===== src/rtl/opb_register_simulink2ppc_snap.sv =====
// OPB slave that hands 32-bit words captured from user logic to PPC software.
// Optional per-capture cycle timestamp at offset 0xC: define SIMULINK2PPC_TIMESTAMP_EN.
module opb_register_simulink2ppc_snap #(
    parameter logic [31:0] C_BASEADDR   = 32'hFFFF_FFFF,
    parameter logic [31:0] C_HIGHADDR   = 32'h0000_0000,
    parameter int          C_OPB_AWIDTH = 32,
    parameter int          C_OPB_DWIDTH = 32,
    parameter string       C_FAMILY     = "virtex5"
) (
    input  logic        OPB_Clk,
    input  logic        OPB_Rst,
    input  logic [0:31] OPB_ABus,
    input  logic [0:3]  OPB_BE,
    input  logic [0:31] OPB_DBus,
    input  logic        OPB_RNW,
    input  logic        OPB_select,
    input  logic        OPB_seqAddr,
    output logic [0:31] Sl_DBus,
    output logic        Sl_xferAck,
    output logic        Sl_errAck,
    output logic        Sl_retry,
    output logic        Sl_toutSup,
    input  logic [31:0] user_data_in,
    input  logic        user_valid_in,
    output logic        user_ack_out
);

    localparam logic [1:0] OFF_DATA   = 2'd0;
    localparam logic [1:0] OFF_STATUS = 2'd1;
    localparam logic [1:0] OFF_CTRL   = 2'd2;
    localparam logic [1:0] OFF_TS     = 2'd3;

    generate
        if ((C_OPB_AWIDTH != 32) || (C_OPB_DWIDTH != 32) || (C_FAMILY == "")) begin : g_bad_config
            $error("opb_register_simulink2ppc_snap supports only a 32-bit OPB");
        end
    endgenerate

    typedef enum logic [1:0] {
        IDLE = 2'd0,
        ACK  = 2'd1,
        HOLD = 2'd2
    } state_t;

    state_t      state_r;
    state_t      state_nxt_s;
    logic [1:0]  off_r;
    logic        rnw_r;
    logic [31:0] data_r;
    logic        valid_r;
    logic        armed_r;
    logic [7:0]  ovf_r;
    logic        uack_r;
    logic        xack_r;
    logic [31:0] rdata_r;

    logic        hit_s;
    logic        rd_data_s;
    logic        ctrl_wr_s;
    logic        clear_s;
    logic        strobe_s;
    logic        accept_s;
    logic [31:0] data_nxt_s;
    logic        valid_nxt_s;
    logic        armed_nxt_s;
    logic [7:0]  ovf_nxt_s;
    logic [31:0] ts_word_s;
    logic [31:0] rd_word_s;
    logic        unused_s;

    assign unused_s = ^{OPB_seqAddr, OPB_DBus[0:29]};

    // Address decode and bus events of the current cycle
    always_comb begin
        hit_s     = OPB_select && (OPB_ABus >= C_BASEADDR) && (OPB_ABus <= C_HIGHADDR);
        rd_data_s = (state_r == ACK) && rnw_r && (off_r == OFF_DATA);
        ctrl_wr_s = (state_r == ACK) && !rnw_r && (off_r == OFF_CTRL) && (|OPB_BE);
        clear_s   = ctrl_wr_s && OPB_DBus[30];
        strobe_s  = armed_r && user_valid_in;
    end

    // Bus handshake next state: one ack per select assertion
    always_comb begin
        state_nxt_s = state_r;
        case (state_r)
            IDLE: begin
                if (hit_s) begin
                    state_nxt_s = ACK;
                end else begin
                    state_nxt_s = IDLE;
                end
            end
            ACK: state_nxt_s = HOLD;
            HOLD: begin
                if (!OPB_select) begin
                    state_nxt_s = IDLE;
                end else begin
                    state_nxt_s = HOLD;
                end
            end
            default: state_nxt_s = IDLE;
        endcase
    end

    // Capture, overflow and control updates; clear beats a same-edge capture
    always_comb begin
        data_nxt_s  = data_r;
        valid_nxt_s = valid_r;
        ovf_nxt_s   = ovf_r;
        armed_nxt_s = armed_r;
        accept_s    = 1'b0;
        if (clear_s) begin
            valid_nxt_s = 1'b0;
            ovf_nxt_s   = 8'd0;
        end else if (strobe_s && (!valid_r || rd_data_s)) begin
            // a DATA read on this edge frees the slot for the new sample
            data_nxt_s  = user_data_in;
            valid_nxt_s = 1'b1;
            accept_s    = 1'b1;
        end else if (strobe_s) begin
            if (ovf_r != 8'hFF) begin
                ovf_nxt_s = ovf_r + 8'd1;
            end else begin
                ovf_nxt_s = ovf_r;
            end
        end else if (rd_data_s) begin
            valid_nxt_s = 1'b0;
        end else begin
            valid_nxt_s = valid_r;
        end
        if (ctrl_wr_s) begin
            armed_nxt_s = OPB_DBus[31];
        end else begin
            armed_nxt_s = armed_r;
        end
    end

`ifdef SIMULINK2PPC_TIMESTAMP_EN
    logic [31:0] cnt_r;
    logic [31:0] ts_r;
    logic [31:0] ts_nxt_s;

    // Timestamp follows the same clear/capture priority as the data word
    always_comb begin
        if (clear_s) begin
            ts_nxt_s = 32'd0;
        end else if (accept_s) begin
            ts_nxt_s = cnt_r;
        end else begin
            ts_nxt_s = ts_r;
        end
    end

    // Free-running cycle counter and timestamp register
    always_ff @(posedge OPB_Clk) begin
        if (OPB_Rst) begin
            cnt_r <= 32'd0;
            ts_r  <= 32'd0;
        end else begin
            cnt_r <= cnt_r + 32'd1;
            ts_r  <= ts_nxt_s;
        end
    end

    assign ts_word_s = ts_nxt_s;
`else
    assign ts_word_s = 32'd0;
`endif

    // Read word as it will stand during the ack cycle
    always_comb begin
        case (OPB_ABus[28:29])
            OFF_DATA:   rd_word_s = data_nxt_s;
            OFF_STATUS: rd_word_s = {15'd0, armed_nxt_s, ovf_nxt_s, 7'd0, valid_nxt_s};
            OFF_CTRL:   rd_word_s = 32'd0;
            OFF_TS:     rd_word_s = ts_word_s;
            default:    rd_word_s = 32'd0;
        endcase
    end

    // Handshake state, latched request and registered bus outputs
    always_ff @(posedge OPB_Clk) begin
        if (OPB_Rst) begin
            state_r <= IDLE;
            off_r   <= 2'd0;
            rnw_r   <= 1'b0;
            xack_r  <= 1'b0;
            rdata_r <= 32'd0;
        end else begin
            state_r <= state_nxt_s;
            if ((state_r == IDLE) && hit_s) begin
                off_r <= OPB_ABus[28:29];
                rnw_r <= OPB_RNW;
            end
            xack_r  <= (state_nxt_s == ACK);
            rdata_r <= (state_nxt_s == ACK) ? rd_word_s : 32'd0;
        end
    end

    // Captured word, status fields and user acknowledge
    always_ff @(posedge OPB_Clk) begin
        if (OPB_Rst) begin
            data_r  <= 32'd0;
            valid_r <= 1'b0;
            armed_r <= 1'b0;
            ovf_r   <= 8'd0;
            uack_r  <= 1'b0;
        end else begin
            data_r  <= data_nxt_s;
            valid_r <= valid_nxt_s;
            armed_r <= armed_nxt_s;
            ovf_r   <= ovf_nxt_s;
            uack_r  <= accept_s;
        end
    end

    assign Sl_DBus      = rdata_r;
    assign Sl_xferAck   = xack_r;
    assign Sl_errAck    = 1'b0;
    assign Sl_retry     = 1'b0;
    assign Sl_toutSup   = 1'b0;
    assign user_ack_out = uack_r;

endmodule


===== config.mk =====
export PLATFORM = sky130hd
export DESIGN_NAME = opb_register_simulink2ppc_snap
export DESIGN_NICKNAME = d
export VERILOG_FILES = /design/src/rtl/opb_register_simulink2ppc_snap.sv
export SDC_FILE = /design/constraint.sdc
export NUM_CORES = 1
export LEC_CHECK = 0
export ABC_CLOCK_PERIOD_IN_PS = 2200
export BUFFER_PORTS_ARGS = -buffer_cell sky130_fd_sc_hd__buf_2
export CAP_MARGIN = 20
export CELL_PAD_IN_SITES_DETAIL_PLACEMENT = 1
export CELL_PAD_IN_SITES_GLOBAL_PLACEMENT = 1
export CORE_UTILIZATION = 18
export CTS_CLUSTER_SIZE = 12
export DETAILED_ROUTE_END_ITERATION = 8
export PLACE_DENSITY = 0.84
export SLEW_MARGIN = 15
export SYNTH_ARGS = -nofsm -noshare
export SYNTH_HDL_FRONTEND = slang
export SYNTH_SLANG_ARGS = --single-unit

===== constraint.sdc =====
create_clock -name OPB_Clk -period 2.2 [get_ports OPB_Clk]
set_clock_uncertainty 0.2 [all_clocks]
set_input_delay 0.44 -clock OPB_Clk [delete_from_list [all_inputs] [get_ports OPB_Clk]]
set_output_delay 0.44 -clock OPB_Clk [all_outputs]
set_load 0.02 [all_outputs]

==> impl_metrics.py, run 1 <==
metrics = {
    "die": {
        "coreArea_um2": 5240,
        "die-width_um": 76.8,
        "die_h_um": 76.8,
        "start_util": 0.192,
        "io_pins": 143,
        "rows": 26,
        "die-area_um2": 5900,
    },
    "logic_synthesis": {
        "ys_warn_count": 0,
        "netlist_instances": 69,
        "synth_area_per_cell_um2": 14.6,
        "ys_types": 19,
        "synth_area_um2": 1010,
        "yosys_register_bits": 41,
        "ys_seq_area_frac": 0.815,
    },
    "layout": {
        "post-route-util": 0.295,
        "diodes": 0,
        "mostFrequentLayoutCells": "buf_2, dfxtp_1, conb_1",
        "area_growth_pct": 53.3,
        "fin_area_um2": 1540,
        "stdcell_count": 220,
        "final_common_cell": "buf_2",
        "fin_nets": 255,
        "drive_gt1_frac": 0.373,
    },
    "routing": {
        "ant_nets": 0,
        "wirelength_um": 1760,
        "avgRoutedWirePerCell_um": 7.99,
        "drc": 0,
        "vias": 684,
        "drt_iter0_drc": 5,
        "firstDrtPassIters": 2,
        "via_per_inst": 3.11,
    },
    "pwr": {
        "p_leak_nw": 0.745,
        "powerDensity_nw_per_um2": 1030,
        "peakVddDrop_mv": 0.325,
    },
    "clocking": {
        "cts_setup_buffers": 0,
        "cts_resized": 0,
        "cts_tree": "built",
        "clkSinkCount": 41,
        "postCtsHoldBufs": 0,
        "clk_latency_ps": 290,
        "cts_htree_levels": 2,
        "cts_root_buffer": "clkbuf_8",
        "clockBufferDepth": 2,
        "cts-buffers-inserted": 5,
        "clk_pin_slew_ps": 80,
    },
    "place": {
        "port_buffers": 43,
        "hpwl_um": 1370,
        "place_area_um2": 1410,
        "place_congestion": 0.682,
        "placed_cells": 212,
    },
    "sta": {
        "fmax_mhz": 582,
        "min_period_ps": 1720,
        "finalSetupTns_ps": 0,
        "finalMaxSlewViolations": 0,
        "finalSetupViolCount": 0,
        "period_share": 0.780,
        "rsz0062_at_grt": "no",
        "hold_viol_final": 0,
    },
    "setup_path": {
        "path_cells": "or3b_1 > nor4b_1 > mux2i_1 > nor2_1",
        "arrival_ps": 1700,
        "critical_path.top_delay_family": "simple AND/OR/NAND/NOR gates",
        "r2r_start": "state_r[0]",
        "slowest_delay_ps": 390,
        "start_kind": "flip-flop",
        "worstSetupStartpoint": "state_r[0]",
        "critPathMaxFanout": 3,
        "cp.required_ps": 2190,
        "end_kind": "flip-flop",
        "cp_num_buf_inv": 0,
        "critPathSlowestCell": "or3b_1",
        "worstSetupPathType": "reg2reg",
    },
    "grt": {
        "grt_pass1_wl_um": 2870,
        "grt_max_degree": 14,
        "grt_overflow": 0,
        "grt.total_usage": 0.0654,
        "grt_pass1_vias": 710,
        "antenna_found_initial": 0,
    },
    "hold_path": {
        "hp-start": "OPB_Rst",
        "hold_class": "in2reg",
    },
    "flow_run": {
        "maxCapViolCount": 0,
    },
    "run_status": {
        "outcome": "finished, final reports clean",
    },
}
-- synthesized netlist by cell type --
| library cell | number | share of area |
|---|---|---|
| nor3_2 | 1 | 0.0099 |
| nor3b_2 | 1 | 0.012 |
| nor3b_1 | 1 | 0.0075 |
| mux2_2 | 1 | 0.011 |
| or2_2 | 1 | 0.0062 |
| nor2b_1 | 4 | 0.025 |
| nor4b_1 | 1 | 0.0087 |
| a21oi_1 | 1 | 0.0050 |
| buf_2 | 1 | 0.0050 |
| mux2i_1 | 1 | 0.0099 |
| buf_4 | 3 | 0.022 |
| or3b_1 | 1 | 0.0087 |
| nor2_1 | 2 | 0.0075 |
| nor4_2 | 1 | 0.012 |
| conb_1 | 1 | 0.0037 |
| nand3b_1 | 1 | 0.0075 |
| dfxtp_1 | 41 | 0.81 |
| clkbuf_1 | 2 | 0.0075 |
| nand2_1 | 4 | 0.015 |
-- final timing paths --
path                    to  slack [ps]  depth (start not counted)
hold / removal    off_r[1]         190                          2
hold reg to reg    valid_r         260                          2
setup / recovery   armed_r         480                          4
setup reg to reg   armed_r         480                          4
-- per-layer routing --
layer	track usage	vias up	part of all wire
met5	0	-	0
met4	0.0404	0	0.023
met3	0.0369	5	0.080
met2	0.121	29	0.53
met1	0.0526	316	0.37
li1	-	334	-
-- cell type report --
type                            instances  area (µm²)
Fill cell                             621        3690
Multi-Input combinational cell         58         287
Clock buffer                            5        68.8
Tap cell                               70        87.6
Timing Repair Buffer                   43         215
Sequential cell                        41         821
Clock inverter                          3        65.1
-- logic make-up after synthesis --
group,after synthesis,share of synthesized area
buf+inv,6,0.0348
simple gates,18,0.121
compound gates,1,0.00496
other cells,1,0.00372
flops,41,0.815
mux,2,0.0211
-- stage by stage --
step	total power, mW	hold slack (ps)	worst slack, ps
6_report	1.58	187	483
3_5_place_dp	0.904	258	408
5_1_grt	1.65	190	305
3_3_place_gp	0.901	240	431
4_1_cts	1.62	176	467
2_1_floorplan	0.868	231	584
-- registers in the layout, summed over array words and instances, names as in the netlist --
signal        flops
rnw_r             1
Sl_DBus          32
Sl_xferAck        1
state_r           2
user_ack_out      1
off_r             2
valid_r           1
armed_r           1
-- where the power goes --
| group | total, mW | internal (mW) | switching [mW] |
|---|---|---|---|
| registers | 0.785 | 0.776 | 0.00869 |
| logic | 0.102 | 0.0317 | 0.0699 |
| clock network | 0.698 | 0.451 | 0.247 |
Power figures use the tool's default switching activity.
==> run 2, diff against run 1 <==
Settings changed: ABC_CLOCK_PERIOD_IN_PS 2200 to 1600.
Clock period 2.2 ns to 1.6 ns, I/O delays scaled along.
==> run 2 against run 1 <==
Net effect: combinational power grew 49%; clock power is 7.0% lower; worst hold slack lost 110 ps; maximum frequency increased by 9.4%; global-route usage rose by 0.38 points; non-clock buffer count increased by 4; flip-flop and latch count unchanged.
==> impl_metrics.py, run 2 (synthesis gave the netlist of run 1 again) <==
metrics = {
    "grt": {
        "grt_pass1_vias": 781,
        "grt_max_degree": 12,
        "grt-busiest-layer": "met2",
        "grt_overflow": 0,
        "antenna_found_initial": 0,
        "grt.total_usage": 0.0692,
        "grt_util_met2": 0.125,
        "use_met3": 0.0417,
        "grt_pass1_wl_um": 3040,
        "use_met1": 0.0556,
    },
    "sta": {
        "finalSetupTns_ps": 0,
        "finalMaxSlewViolations": 0,
        "rsz0062_at_grt": "yes",
        "hold_viol_final": 0,
        "fmax_mhz": 637,
        "min_period_ps": 1570,
        "finalSetupViolCount": 0,
        "setup_ws_ps": 30.8,
        "period_share": 0.981,
    },
    "clocking": {
        "clk_pin_slew_ps": 70,
        "clockBufferDepth": 2,
        "clkSinkCount": 41,
        "cts-buffers-inserted": 5,
        "cts_tree": "built",
        "cts_setup_buffers": 0,
        "cts_htree_levels": 2,
        "clk_latency_ps": 280,
        "cts_root_buffer": "clkbuf_8",
    },
    "layout": {
        "largest_reg_flops": 32,
        "fin_nets": 259,
        "ff_latch_area_um2": 823,
        "mostFrequentLayoutCells": "buf_2, dfxtp_1, conb_1",
        "fillers": 618,
        "final_common_cell": "buf_2",
        "post-route-util": 0.295,
        "drive_gt1_frac": 0.405,
        "multi_input_area_um2": 304,
        "area_growth_pct": 53.5,
        "diodes": 0,
    },
    "routing": {
        "drc": 0,
        "avgRoutedWirePerCell_um": 8.01,
        "via_per_inst": 3.17,
        "vias": 707,
        "wirelength_um": 1790,
        "ant_nets": 0,
        "drt_iter0_drc": 14,
        "firstDrtPassIters": 3,
    },
    "setup_path": {
        "ff2ff_path_depth": 4,
        "arrival_ps": 1540,
        "cp.required_ps": 1580,
        "critPathMaxFanout": 2,
        "critPathSlowestCell": "or3b_4",
        "start_kind": "flip-flop",
        "worstSetupPathType": "reg2reg",
        "worst-r2r-setup-slack_ps": 30,
        "slowest_delay_ps": 410,
        "cp-endpoint": "armed_r",
        "worst_r2r_endpoint": "armed_r",
        "end_kind": "flip-flop",
        "worstSetupStartpoint": "state_r[1]",
        "path_cells": "or3b_4 > nor4b_4 > mux2i_1 > nor2_1",
        "r2r_start": "state_r[1]",
    },
    "die": {
        "start_util": 0.192,
        "die_h_um": 76.8,
        "die-width_um": 76.8,
        "io_pins": 143,
        "coreArea_um2": 5240,
        "die-area_um2": 5900,
        "rows": 26,
    },
    "flow_run": {
        "maxCapViolCount": 0,
    },
    "place": {
        "place_congestion": 0.664,
        "hpwl_um": 1390,
        "place_ws_ps": -91.4,
        "port_buffers": 43,
    },
    "run_status": {
        "outcome": "finished, final reports clean",
    },
    "pwr": {
        "finalPower_mw": 1.88,
        "peakVddDrop_mv": 0.450,
        "powerDensity_nw_per_um2": 1220,
        "p_leak_nw": 0.743,
    },
    "hold_path": {
        "hold_class": "in2reg",
    },
}
[run 2: worst min path at each step]
stage                 start       end  cells after the start
global placement    valid_r   valid_r                      2
detailed placement  valid_r   valid_r                      2
floorplan           valid_r   valid_r                      2
finish              OPB_Rst  off_r[1]                      2
global route        OPB_Rst  off_r[1]                      2
CTS                 OPB_Rst  off_r[1]                      2
[run 2: worst max-delay path, delay by kind of cell, from the launching register on]
family / cells / cell delay [ps]
multiplexers: 1 / 210
AND/OR/NAND/NOR: 3 / 720
flip-flops: 1 / 320
[run 2: layer usage]
| layer | up-vias | wire, µm |
|---|---|---|
| met1 | 331 | 588 |
| met5 | - | 0 |
| met4 | 0 | 24 |
| met3 | 5 | 171 |
| met2 | 30 | 1000 |
| li1 | 341 | - |
[run 2: timing repair]
action	in CTS	in global routing
hold buffers	0	0
endpoints found under the hold margin	0	0
setup endpoints to repair	1	1
pin swaps	1	2
gates resized for setup	4	1
[run 2: per-stage QoR]
step,cell area (µm²),hold WS (ps),std cells
after floorplan,1140,231,105
after global placement,1450,240,217
after detailed placement,1450,255,217
after CTS,1550,69.3,223
after global routing,1550,65.7,223
final,1550,79.5,223
[run 2: report_power, final]
part	internal, mW	leakage (nW)	total [mW]	switching [mW]
clock	0.342	0.0443	0.649	0.307
combinational	0.0514	0.355	0.152	0.101
sequential	1.07	0.344	1.08	0.0105
total	1.46	0.743	1.88	0.418
[run 2: cell type report]
cell class                      instances  area share
Timing Repair Buffer                   47       0.159
Clock buffer                            7      0.0558
Multi-Input combinational cell         58       0.197
Tap cell                               70      0.0566
Sequential cell                        41       0.532
==> run 3, diff against run 2 <==
Settings changed: ABC_AREA set to 1, CORE_UTILIZATION 18 to 17, PLACE_DENSITY 0.84 to 0.82, REMOVE_ABC_BUFFERS set to 1.
==> run 3 against run 2 <==
Net effect: worst hold slack got worse by 9.2 ps; critical endpoint is now Sl_DBus[22]; maximum frequency grew 22%; flip-flop and latch count stayed put; largest cell class unchanged.
==> impl_metrics.py, run 3 <==
metrics = {
    "run_status": {
        "outcome": "finished, final reports clean",
    },
    "clocking": {
        "postCtsHoldBufs": 0,
        "cts_htree_levels": 2,
        "clk_latency_ps": 280,
        "clockBufferDepth": 2,
        "cts_setup_buffers": 0,
        "cts_resized": 0,
        "cts-buffers-inserted": 5,
        "clkSinkCount": 41,
        "clk_pin_slew_ps": 70,
        "cts_root_buffer": "clkbuf_8",
        "cts_tree": "built",
    },
    "setup_path": {
        "end_kind": "primary output",
        "worst-r2r-setup-slack_ps": 460,
        "cp_num_buf_inv": 1,
        "critPathSlowestCell": "dfxtp_1",
        "cp.required_ps": 1080,
        "worstSetupPathType": "reg2out",
        "r2r_start": "state_r[1]",
        "path_cells": "buf_2",
        "start_kind": "flip-flop",
        "critical_path.top_delay_family": "flip-flops",
        "arrival_ps": 760,
        "slowest_delay_ps": 320,
        "worst_r2r_endpoint": "armed_r",
        "critPathMaxFanout": 1,
        "ff2ff_path_depth": 6,
    },
    "layout": {
        "final_common_cell": "buf_2",
        "area_growth_pct": 51.2,
        "largest_reg_flops": 32,
        "mostFrequentLayoutCells": "buf_2, dfxtp_1, conb_1",
        "diodes": 0,
        "fillers": 690,
        "drive_gt1_frac": 0.350,
        "fin_nets": 266,
    },
    "sta": {
        "min_period_ps": 1280,
        "hold_viol_final": 0,
        "period_share": 0.801,
        "fmax_mhz": 780,
        "hold_slack_ps": 70.3,
        "rsz0062_at_grt": "no",
        "finalSetupTns_ps": 0,
        "finalMaxSlewViolations": 0,
        "finalSetupViolCount": 0,
    },
    "logic_synthesis": {
        "yosys_register_bits": 41,
        "synth_area_um2": 1000,
        "netlist_top_cells_count": "dfxtp_1, nor2_1, inv_1, buf_4, nand2_1",
        "synthTopCellsByArea": "dfxtp_1, nor2_1, buf_4",
        "synth_fa_ha_area_frac": 0,
        "ys.flop_type": "dfxtp_1",
        "synth.area.mux_share": 0,
        "synth_top_area_share": 0.818,
        "synthXorXnorAreaFrac": 0,
        "synth_compound_area_frac": 0.0162,
        "synth_top_family_by_area": "simple AND/OR/NAND/NOR gates",
        "yosys.area_share.simple": 0.106,
        "ys_seq_area_frac": 0.818,
        "netlist_instances": 78,
        "yosysTopAreaCell": "dfxtp_1",
        "synth_area_per_cell_um2": 12.9,
        "synth_most_common_cell": "dfxtp_1",
        "synth_edf_count": 0,
        "ys_types": 14,
        "ys_warn_count": 0,
        "async_reset_ff_frac": 0,
    },
    "die": {
        "coreArea_um2": 5610,
        "die-width_um": 78.8,
        "start_util": 0.179,
        "rows": 27,
        "die_h_um": 78.8,
        "io_pins": 143,
        "die-area_um2": 6210,
    },
    "routing": {
        "via_per_inst": 3.10,
        "vias": 720,
        "drt_iter0_drc": 2,
        "drc": 0,
        "wirelength_um": 1690,
        "ant_nets": 0,
        "avgRoutedWirePerCell_um": 7.28,
        "firstDrtPassIters": 3,
    },
    "hold_path": {
        "min_path_cells": 2,
        "hold_class": "in2reg",
        "hp-start": "OPB_Rst",
        "hold_end": "rnw_r",
    },
    "grt": {
        "antenna_found_initial": 0,
        "grt_pass1_wl_um": 2770,
        "grt_max_degree": 13,
        "grt_pass1_vias": 699,
        "grt_overflow": 0,
        "grt.total_usage": 0.0611,
    },
    "flow_run": {
        "maxCapViolCount": 0,
    },
    "pwr": {
        "peakVddDrop_mv": 0.459,
        "powerDensity_nw_per_um2": 1320,
        "p_leak_nw": 0.758,
    },
    "place": {
        "hpwl_um": 1290,
        "place_congestion": 0.651,
        "port_buffers": 43,
    },
}
-- run 3: area by class of cell --
class | instances | area [µm²] | area share
clock inverter | 2 | 35.0 | 0.0231
inverter | 7 | 26.3 | 0.0173
clock buffer | 5 | 68.8 | 0.0453
multi-input combinational | 62 | 262 | 0.172
tap | 72 | 90.1 | 0.0594
sequential | 41 | 821 | 0.541
timing repair buffer | 43 | 215 | 0.142
-- run 3: cells by family after synthesis --
| group | after synthesis |
|---|---|
| flops | 41 |
| simple gates | 22 |
| buf+inv | 11 |
| compound gates | 3 |
| other cells | 1 |
-- run 3: per-stage QoR --
step / area (µm²) / utilization / power [mW] / cells / setup WS (ps)
global route: 1520 / 0.271 / 2.09 / 232 / 276
CTS: 1520 / 0.271 / 2.04 / 232 / 300
finish: 1520 / 0.271 / 2.00 / 232 / 319
global placement: 1410 / 0.252 / 1.24 / 225 / 427
detailed placement: 1410 / 0.252 / 1.24 / 225 / 389
floorplan: 1110 / - / 1.18 / 110 / 560
-- run 3: how the worst max path moves through the flow --
| stage | slack, ps | from | endpoint | depth (start not counted) |
|---|---|---|---|---|
| 4_1_cts | 300 | Sl_xferAck | Sl_xferAck | 1 |
| 6_report | 320 | Sl_DBus[22] | Sl_DBus[22] | 1 |
| 5_1_grt | 280 | Sl_DBus[20] | Sl_DBus[20] | 1 |
| 3_5_place_dp | 390 | OPB_BE[0] | armed_r | 6 |
| 2_1_floorplan | 560 | state_r[1] | armed_r | 6 |
| 3_3_place_gp | 430 | OPB_BE[0] | armed_r | 6 |
-- run 3: report_power, final --
part	switching, mW	internal (mW)
registers	0.0106	1.07
logic	0.0972	0.0407
clock network	0.327	0.453
-- run 3: per-layer routing --
layer  up-vias  share of wire  global-route usage
met1       324           0.37              0.0517
met5         -              0                   0
met3         6           0.11              0.0402
met4         0          0.026              0.0382
li1        357              -                   -
met2        33           0.49               0.105
